`config.mk`:
```
export PLATFORM = sky130hd
export DESIGN_NAME = tff_updown_counter
export DESIGN_NICKNAME = d
export VERILOG_FILES = /design/src/rtl/tff_updown_counter.sv
export SDC_FILE = /design/constraint.sdc
export NUM_CORES = 1
export LEC_CHECK = 0
export ABC_AREA = 1
export CAP_MARGIN = 20
export CORE_AREA = 2 2 39 41
export CTS_CLUSTER_SIZE = 25
export DETAILED_ROUTE_END_ITERATION = 12
export DIE_AREA = 0 0 41 43
export PLACE_DENSITY_LB_ADDON = 0.05
export REMOVE_ABC_BUFFERS = 1
export SYNTH_ARGS = -nofsm -noshare
export SYNTH_HDL_FRONTEND = slang
export SYNTH_SLANG_ARGS = --single-unit
```
`constraint.sdc`:
```
create_clock -name clk -period 2.2 [get_ports clk]
set_input_delay 0.33 -clock clk [delete_from_list [all_inputs] [get_ports clk]]
set_output_delay 0.33 -clock clk [all_outputs]
set_load 0.05 [all_outputs]
```
`src/rtl/tff_updown_counter.sv`:
```
// Up/down counter over 0..limit built from per-bit toggle registers, with zero-latency tc and a sticky wrap flag.
// Latency: count and wrap update one clk edge after sampling; there is no backpressure and the counter always accepts its inputs.
module tff_updown_counter #(
    parameter int WIDTH = 4
) (
    input  logic             clk,
    input  logic             rst,
    input  logic             en,
    input  logic             up,
    input  logic             load,
    input  logic [WIDTH-1:0] din,
    input  logic [WIDTH-1:0] limit,
    input  logic             clr_wrap,
    output logic [WIDTH-1:0] count,
    output logic             tc,
    output logic             wrap
);

    localparam logic [WIDTH-1:0] ONE = {{(WIDTH-1){1'b0}}, 1'b1};

    logic             at_top;
    logic             at_zero;
    logic [WIDTH-1:0] step_val;
    logic [WIDTH-1:0] t;

    always_comb begin
        at_top   = (count >= limit);
        at_zero  = (count == '0);
        tc       = en & ~load & ((up & at_top) | (~up & at_zero));
        step_val = '0;
        if (up) begin
            step_val = at_top ? '0 : count + ONE;
        end else begin
            step_val = at_zero ? limit : count - ONE;
        end
        // Each toggle bit flips wherever the current value and the target value differ.
        t = '0;
        if (load) begin
            t = count ^ din;
        end else if (en) begin
            t = count ^ step_val;
        end
    end

    always_ff @(posedge clk) begin
        if (rst) begin
            count <= '0;
            wrap  <= 1'b0;
        end else begin
            count <= count ^ t;
            if (tc) begin
                wrap <= 1'b1;
            end else if (clr_wrap) begin
                wrap <= 1'b0;
            end
        end
    end

endmodule

```
# == Word-level counts from Yosys, hierarchy flattened ==
# Index checks and enable logic that the tools add are counted.
# totals
reg_bits,5
output_inout_bits,6
# op_classes
bitwise_logic,10
order_cmp,1
n_reduce_logical,2
n_addsub,2
n_mux,7
# op_table
operator,n
$mux W4,5
$xor A4 B4 Y4,3
$add A4 B1 Y4 const B,1
$and A1 B1 Y1,4
$ge A4 B4 Y1,1
$logic_not A4 Y1,1
$sub A4 B1 Y4 const B,1
$mux W1,2
$not A1 Y1,2
$reduce_bool A2 Y1,1
$or A1 B1 Y1,1

# == Depth between registers and ports, before layout ==
# Gate-level depths: netlist of the first run.
# depth
word_depth,7
ltp_mapped,13
ltp_nobuf,13

# == Least setup slack after synthesis of the first run ==
# Ideal clock, no wire load.
# synth_timing
path_kind,register to output
from,register count[0]
to,output port tc
path_slack_ps,-40
arrival_ps,1910
required_time_ps,1870
stages_incl_launch_ff,11
cell_sequence,dfxtp_1 inv_1 ha_1 inv_1 nand2_1 nand2_1 nand2_1 nand2_1 nand2_2 nand3_1 inv_1
# synth_between
elab_chain_cells,4
word_cells_on_any_way,6
classes_between,1 x order compare; 4 x bitwise; 1 x reduce/logical
# synth_rtl
item,line,text
"start, declared",14,"output logic [WIDTH-1:0] count,"
"start signal, assigned",50,count <= count ^ t;
$ge A4 B4 Y1 / $logic_not A4 Y1 (equally long branches),"27, 28",
$and A1 B1 Y1,29,tc = en & ~load & ((up & at_top) | (~up & at_zero));
$or A1 B1 Y1 (*),29,
$and A1 B1 Y1 (*),29,
"end, declared",15,"output logic tc,"
# Mark *: on every way between the ends. The rest lies on a longest branch, timed or not.

# == Final worst setup path of the first run ==
# layout_timing
from,input port limit[3]
to,output port tc
# layout_between
elab_chain_cells,4
# layout_rtl
item,line,text
"start, declared",12,"input logic [WIDTH-1:0] limit,"
$ge A4 B4 Y1,27,at_top = (count >= limit);
$and A1 B1 Y1,29,
$or A1 B1 Y1,29,
$and A1 B1 Y1,29,
# No other way between the ends.

==> impl_metrics.yaml, run 1 <==
place:
  hpwl_um: 1160
  gp_congestion: 0.835
  io_buffers: 19
  place_area_um2: 801
final_layout:
  area_growth_syn_to_layout_pct: 48.5
  final_util_pct: 61.5
  final_layout_size_suffix_gt1_share_pct: 16.1
  fillCellCount: 135
  final_cell_area_um2: 851
  seqCellArea_um2: 101
  multiInputGateArea_um2: 413
  num_antenna_cells: 0
  num-nets-final: 139
logic_synthesis:
  ys_seq_area_share_pct: 17.5
  yosysWarnings: 0
  synth.distinct_cells: 20
  synth.cell_area_um2: 573
  synthArstFlopShare_pct: 0
  synth_area_leader_cell: "dfxtp_1"
  postSynthAreaPerCell_um2: 6.16
  synth_flop_cell: "dfxtp_1"
  synth_commonest_cells: "nand2_1, inv_1, ha_1, nand3_1, o21ai_0"
  synth-seq-cells: 5
  netlist_top_cells_area: "dfxtp_1, nand2_1, ha_1"
  yosysMostFrequentCell: "nand2_1"
  synth_cells: 93
  yosys.area.top_type_share_pct: 17.5
  synth_edf_count: 0
floorplan:
  die_y_um: 43
  die-area_mm2: 0.00176
  start_util_pct: 41.4
  num_rows: 14
  core_area_mm2: 0.00138
  fp.dieW_um: 41
  io_pins: 20
global_route:
  grt.overflow.total: 0
  grt_pass1_vias: 573
  grt_max_degree: 8
  grt_pass1_wl_um: 2240
  antenna_found_initial: 0
  grt_use_total_pct: 18.6
clock_network:
  clock_latency_ps: 250
  clockRootBuffer: "clkbuf_4"
  htreeDepth: 1
  clock_sink_count: 5
  clkTransAtPathRegs_ps: 40
  cts_buffers: 3
  tritoncts: "done"
  holdBufCountCts: 0
  clk_path_buf_depth: 2
worst_hold_path:
  hp-class: "flop to flop"
critical_path:
  cp.arrival_ps: 1770
  crit_path_max_fanout: 2
  worstPathRequired_ps: 1870
  end_kind: "primary output"
  crit_path_start_kind: "input pin"
  reg2reg_setup_slack_ps: 610
  critical_path_class: "input pin to primary output"
drt:
  vias_per_cell: 4.78
  drt.antenna.violating_nets: 0
  drtPass1Iterations: 4
  vias: 640
  routedWlPerCell_um: 10.3
  drt-initial-drc-count: 13
  wl_um: 1380
  drc_errors: 0
status:
  outcome: "finished, final reports clean"
sta:
  max_slew_margin_pct: 66.6
  hold_violations: 0
  max_freq_mhz: 476
  post-route-min-period_ps: 2100
  post-route-period-util_pct: 95.4
  setup_viol: 0
  slew_violations: 0
  worst_pin_slew_ps: 499
  holdWs_ps: 465
  rsz0062_at_grt: "no"
  finClkSkew_ps: 1.55
power:
  ir_drop_v: 0.000288
  finalPower_uw: 416
  p_leak_nw: 0.429
  p_per_area_mw_per_mm2: 489
flow_run:
  maxCapViolCount: 0
-- power breakdown --
| group | switching [mW] | internal (mW) |
|---|---|---|
| combinational | 0.112 | 0.0854 |
| clock | 0.0403 | 0.0687 |
| sequential | 0.00984 | 0.0993 |
-- placed cells by master, fill, tap and decap left out, types with 2 or more instances in the layout --
| cell | n |
|---|---|
| inv_2 | 2 |
| o21ai_1 | 4 |
| nor2_1 | 5 |
| o21ai_0 | 6 |
| nand2_2 | 3 |
| a21oi_1 | 5 |
| buf_4 | 2 |
| ha_1 | 5 |
| dfxtp_1 | 4 |
| clkbuf_4 | 3 |
| clkdlybuf4s50_1 | 18 |
| nand3_1 | 6 |
| inv_1 | 18 |
| nand2_1 | 24 |
-- what timing repair did --
action                     in CTS  in global routing
setup endpoints to repair       0                  1
setup buffers                   0                  1
resized for setup               0                  4
-- worst max-delay path: stages --
cell             delay (ps)
clkdlybuf4s50_1         480
inv_1                    70
ha_4                    210
nand2_1                  60
nor3b_4                 210
nand2_2                  80
nand3_1                  90
inv_1                    80
buf_12                  150
-- routing by layer --
metal  track usage [%]  vias to the layer above  share of wire [%]
met5                 0                        -                  0
met4              8.00                        0                1.4
met3              5.24                        2                5.7
met2              29.4                       18                 47
met1              22.1                      271                 46
li1                  -                      349                  -
-- metrics by stage --
stage	worst slack (ps)	std cells	setup TNS, ps
4_1_cts	0.374	133	0
5_1_grt	3.03	134	0
2_1_floorplan	-40.3	93	-40.3
3_3_place_gp	53.2	129	0
6_report	101	134	0
3_5_place_dp	11.7	129	0
-- sequential cells by signal, indices dropped and copies added (netlist names) --
signal  cells
wrap        1
count       4
-- kinds of logic after synthesis --
logic type      Yosys count  synth area share [%]
buf+inv                  20                  13.1
simple gates             44                  38.9
fa+ha+maj                 6                  13.1
compound gates           18                  17.5
flops                     5                  17.5
-- final cells by class --
class,count,share of cell area (%)
Multi-Input combinational cell,68,48.5
Clock buffer,4,3.09
Tap cell,16,2.35
Inverter,20,8.82
Sequential cell,5,11.9
Timing Repair Buffer,21,25.3
-- path summary, 6_finish.rpt --
path / start / to / cells after the start
max: limit[3] / tc / 9
min reg2reg: wrap$_SDFFE_PP0P_ / wrap$_SDFFE_PP0P_ / 2
min: wrap$_SDFFE_PP0P_ / wrap$_SDFFE_PP0P_ / 2
max reg2reg: count[0]$_SDFF_PP0_ / count[0]$_SDFF_PP0_ / 14
No activity file was read; power rests on OpenSTA's default activity.
==> run 2, diff against run 1 <==
--- a/config.mk
+++ b/config.mk
@@ -7,10 +7,10 @@
 export LEC_CHECK = 0
 export ABC_AREA = 1
 export CAP_MARGIN = 20
-export CORE_AREA = 2 2 39 41
+export CORE_MARGIN = 2
+export CORE_UTILIZATION = 43
 export CTS_CLUSTER_SIZE = 25
 export DETAILED_ROUTE_END_ITERATION = 12
-export DIE_AREA = 0 0 41 43
 export PLACE_DENSITY_LB_ADDON = 0.05
 export REMOVE_ABC_BUFFERS = 1
 export SYNTH_ARGS = -nofsm -noshare
==> constraint.sdc (replaced) <==
create_clock -name clk -period 2.4 [get_ports clk]
set_input_delay 0.36 -clock clk [delete_from_list [all_inputs] [get_ports clk]]
set_output_delay 0.36 -clock clk [all_outputs]
set_load 0.05 [all_outputs]
==> run 2 against run 1 <==
Routed wire length is 0.29% lower. Critical path type unchanged. Clock-buffer cell count stayed put. Critical path depth stayed put. Flip-flop and latch count stayed put. Cell area is 3.8% lower. Register-to-register slack better by 150 ps. Clock power hardly changed. Clock skew is 0.57 ps higher. Critical endpoint unchanged.
==> impl_metrics.yaml, run 2 (same netlist as run 1, synthesis figures left out) <==
final_layout:
  final_layout_size_suffix_gt1_share_pct: 11.2
  num-nets-final: 137
  num_antenna_cells: 0
  final_common_cell: "nand2_1"
  area_growth_syn_to_layout_pct: 42.8
  final_cell_mix: "nand2_1, inv_1, clkdlybuf4s50_1"
  layout.cells.non_filler: 131
  largest_reg_flops: 4
  top_register: "count"
  reg.largest.list: "count x4, wrap x1"
  final_cell_area_um2: 818
sta:
  tns_ps: 0
  max_freq_mhz: 437
  slew_violations: 0
  fin_ws_ps: 112
  setup_viol: 0
  finClkSkew_ps: 2.13
  max_slew_margin_pct: 67.1
  post-route-period-util_pct: 95.3
  worst_pin_slew_ps: 492
  hold_violations: 0
  rsz0062_at_grt: "no"
  post-route-min-period_ps: 2290
clock_network:
  holdBufCountCts: 0
  post-cts-setup-buffers: 0
  htreeDepth: 1
  clock_latency_ps: 250
  cts_resized: 0
  cts_buffers: 3
  tritoncts: "done"
  clockRootBuffer: "clkbuf_4"
  clkTransAtPathRegs_ps: 50
  clk_path_buf_depth: 2
  clock_sink_count: 5
flow_run:
  maxCapViolCount: 0
critical_path:
  startpoint: "limit[3]"
  cp.arrival_ps: 1930
  critical_path_class: "input pin to primary output"
  crit_path_max_fanout: 5
  endpoint: "tc"
  reg2reg_setup_slack_ps: 760
  worstPathRequired_ps: 2040
  r2r_end: "count[0]$_SDFF_PP0_"
  reg2reg_depth: 13
  end_kind: "primary output"
  crit_path_start_kind: "input pin"
  r2r_start: "count[0]$_SDFF_PP0_"
floorplan:
  num_rows: 13
  die_y_um: 40.5
  io_pins: 20
  core_area_mm2: 0.00127
  fp.dieW_um: 40.5
  start_util_pct: 45.2
  die-area_mm2: 0.00164
global_route:
  grt_pass1_wl_um: 2100
  antenna_found_initial: 0
  met3_usage_pct: 5.00
  grtUsageMet1_pct: 23.0
  use_met2_pct: 32.9
  busiest_layer: "met2"
  grt_use_total_pct: 20.1
  grt.overflow.total: 0
  grt_max_degree: 8
  grt_pass1_vias: 533
power:
  p_leak_nw: 0.420
  p_per_area_mw_per_mm2: 461
  ir_drop_v: 0.000296
place:
  gp_congestion: 0.844
  io_buffers: 19
  place_area_um2: 792
  dpl_worst_slack_ps: 114
  dpl.cell_count: 127
  hpwl_um: 1140
drt:
  vias: 653
  drc_errors: 0
  drtPass1Iterations: 4
  drt-initial-drc-count: 17
  drt.antenna.violating_nets: 0
  wl_um: 1380
  routedWlPerCell_um: 10.5
  vias_per_cell: 4.98
status:
  outcome: "finished, final reports clean"
worst_hold_path:
  hp-class: "flop to flop"
==> run 2: layout make-up <==
class	instances	area (um2)
tap	15	18.8
multi-input combinational	68	398
fill	131	450
sequential	5	100
timing repair buffer	19	200
inverter	20	75.1
clock buffer	4	26.3
==> run 2: metal layers <==
layer / routed length [um] / part of all wire, %
met2: 665 / 48
met3: 54 / 3.9
met1: 634 / 46
met4: 22 / 1.6
met5: 0 / 0
==> run 2: worst min-delay path by stage <==
stage	startpoint	endpoint	cells past startpoint
global placement	wrap$_SDFFE_PP0P_	wrap$_SDFFE_PP0P_	2
floorplan	rst	count[2]$_SDFF_PP0_	1
finish	wrap$_SDFFE_PP0P_	wrap$_SDFFE_PP0P_	2
CTS	wrap$_SDFFE_PP0P_	wrap$_SDFFE_PP0P_	2
global route	wrap$_SDFFE_PP0P_	wrap$_SDFFE_PP0P_	2
detailed placement	wrap$_SDFFE_PP0P_	wrap$_SDFFE_PP0P_	2
==> run 2: critical path, stage by stage <==
cell             delay, ps
clkdlybuf4s50_1        480
inv_1                   50
ha_1                   290
nand2_1                 60
nor3b_4                230
nand2_2                120
nand3_1                110
inv_1                   80
buf_12                 150
==> run 2: power by group <==
group	switching [mW]	total, mW	internal (mW)
Combinational	0.101	0.172	0.0714
Sequential	0.00836	0.0989	0.0905
Clock	0.0424	0.106	0.0634
Total	0.152	0.377	0.225
==> run 2: stage by stage <==
stage	power [mW]	hold WS (ps)	util, %
final	0.377	466	64.5
after global routing	0.399	484	64.5
after CTS	0.379	471	64.5
after detailed placement	0.272	462	62.4
after global placement	0.270	465	62.4
after floorplan	0.211	429	-
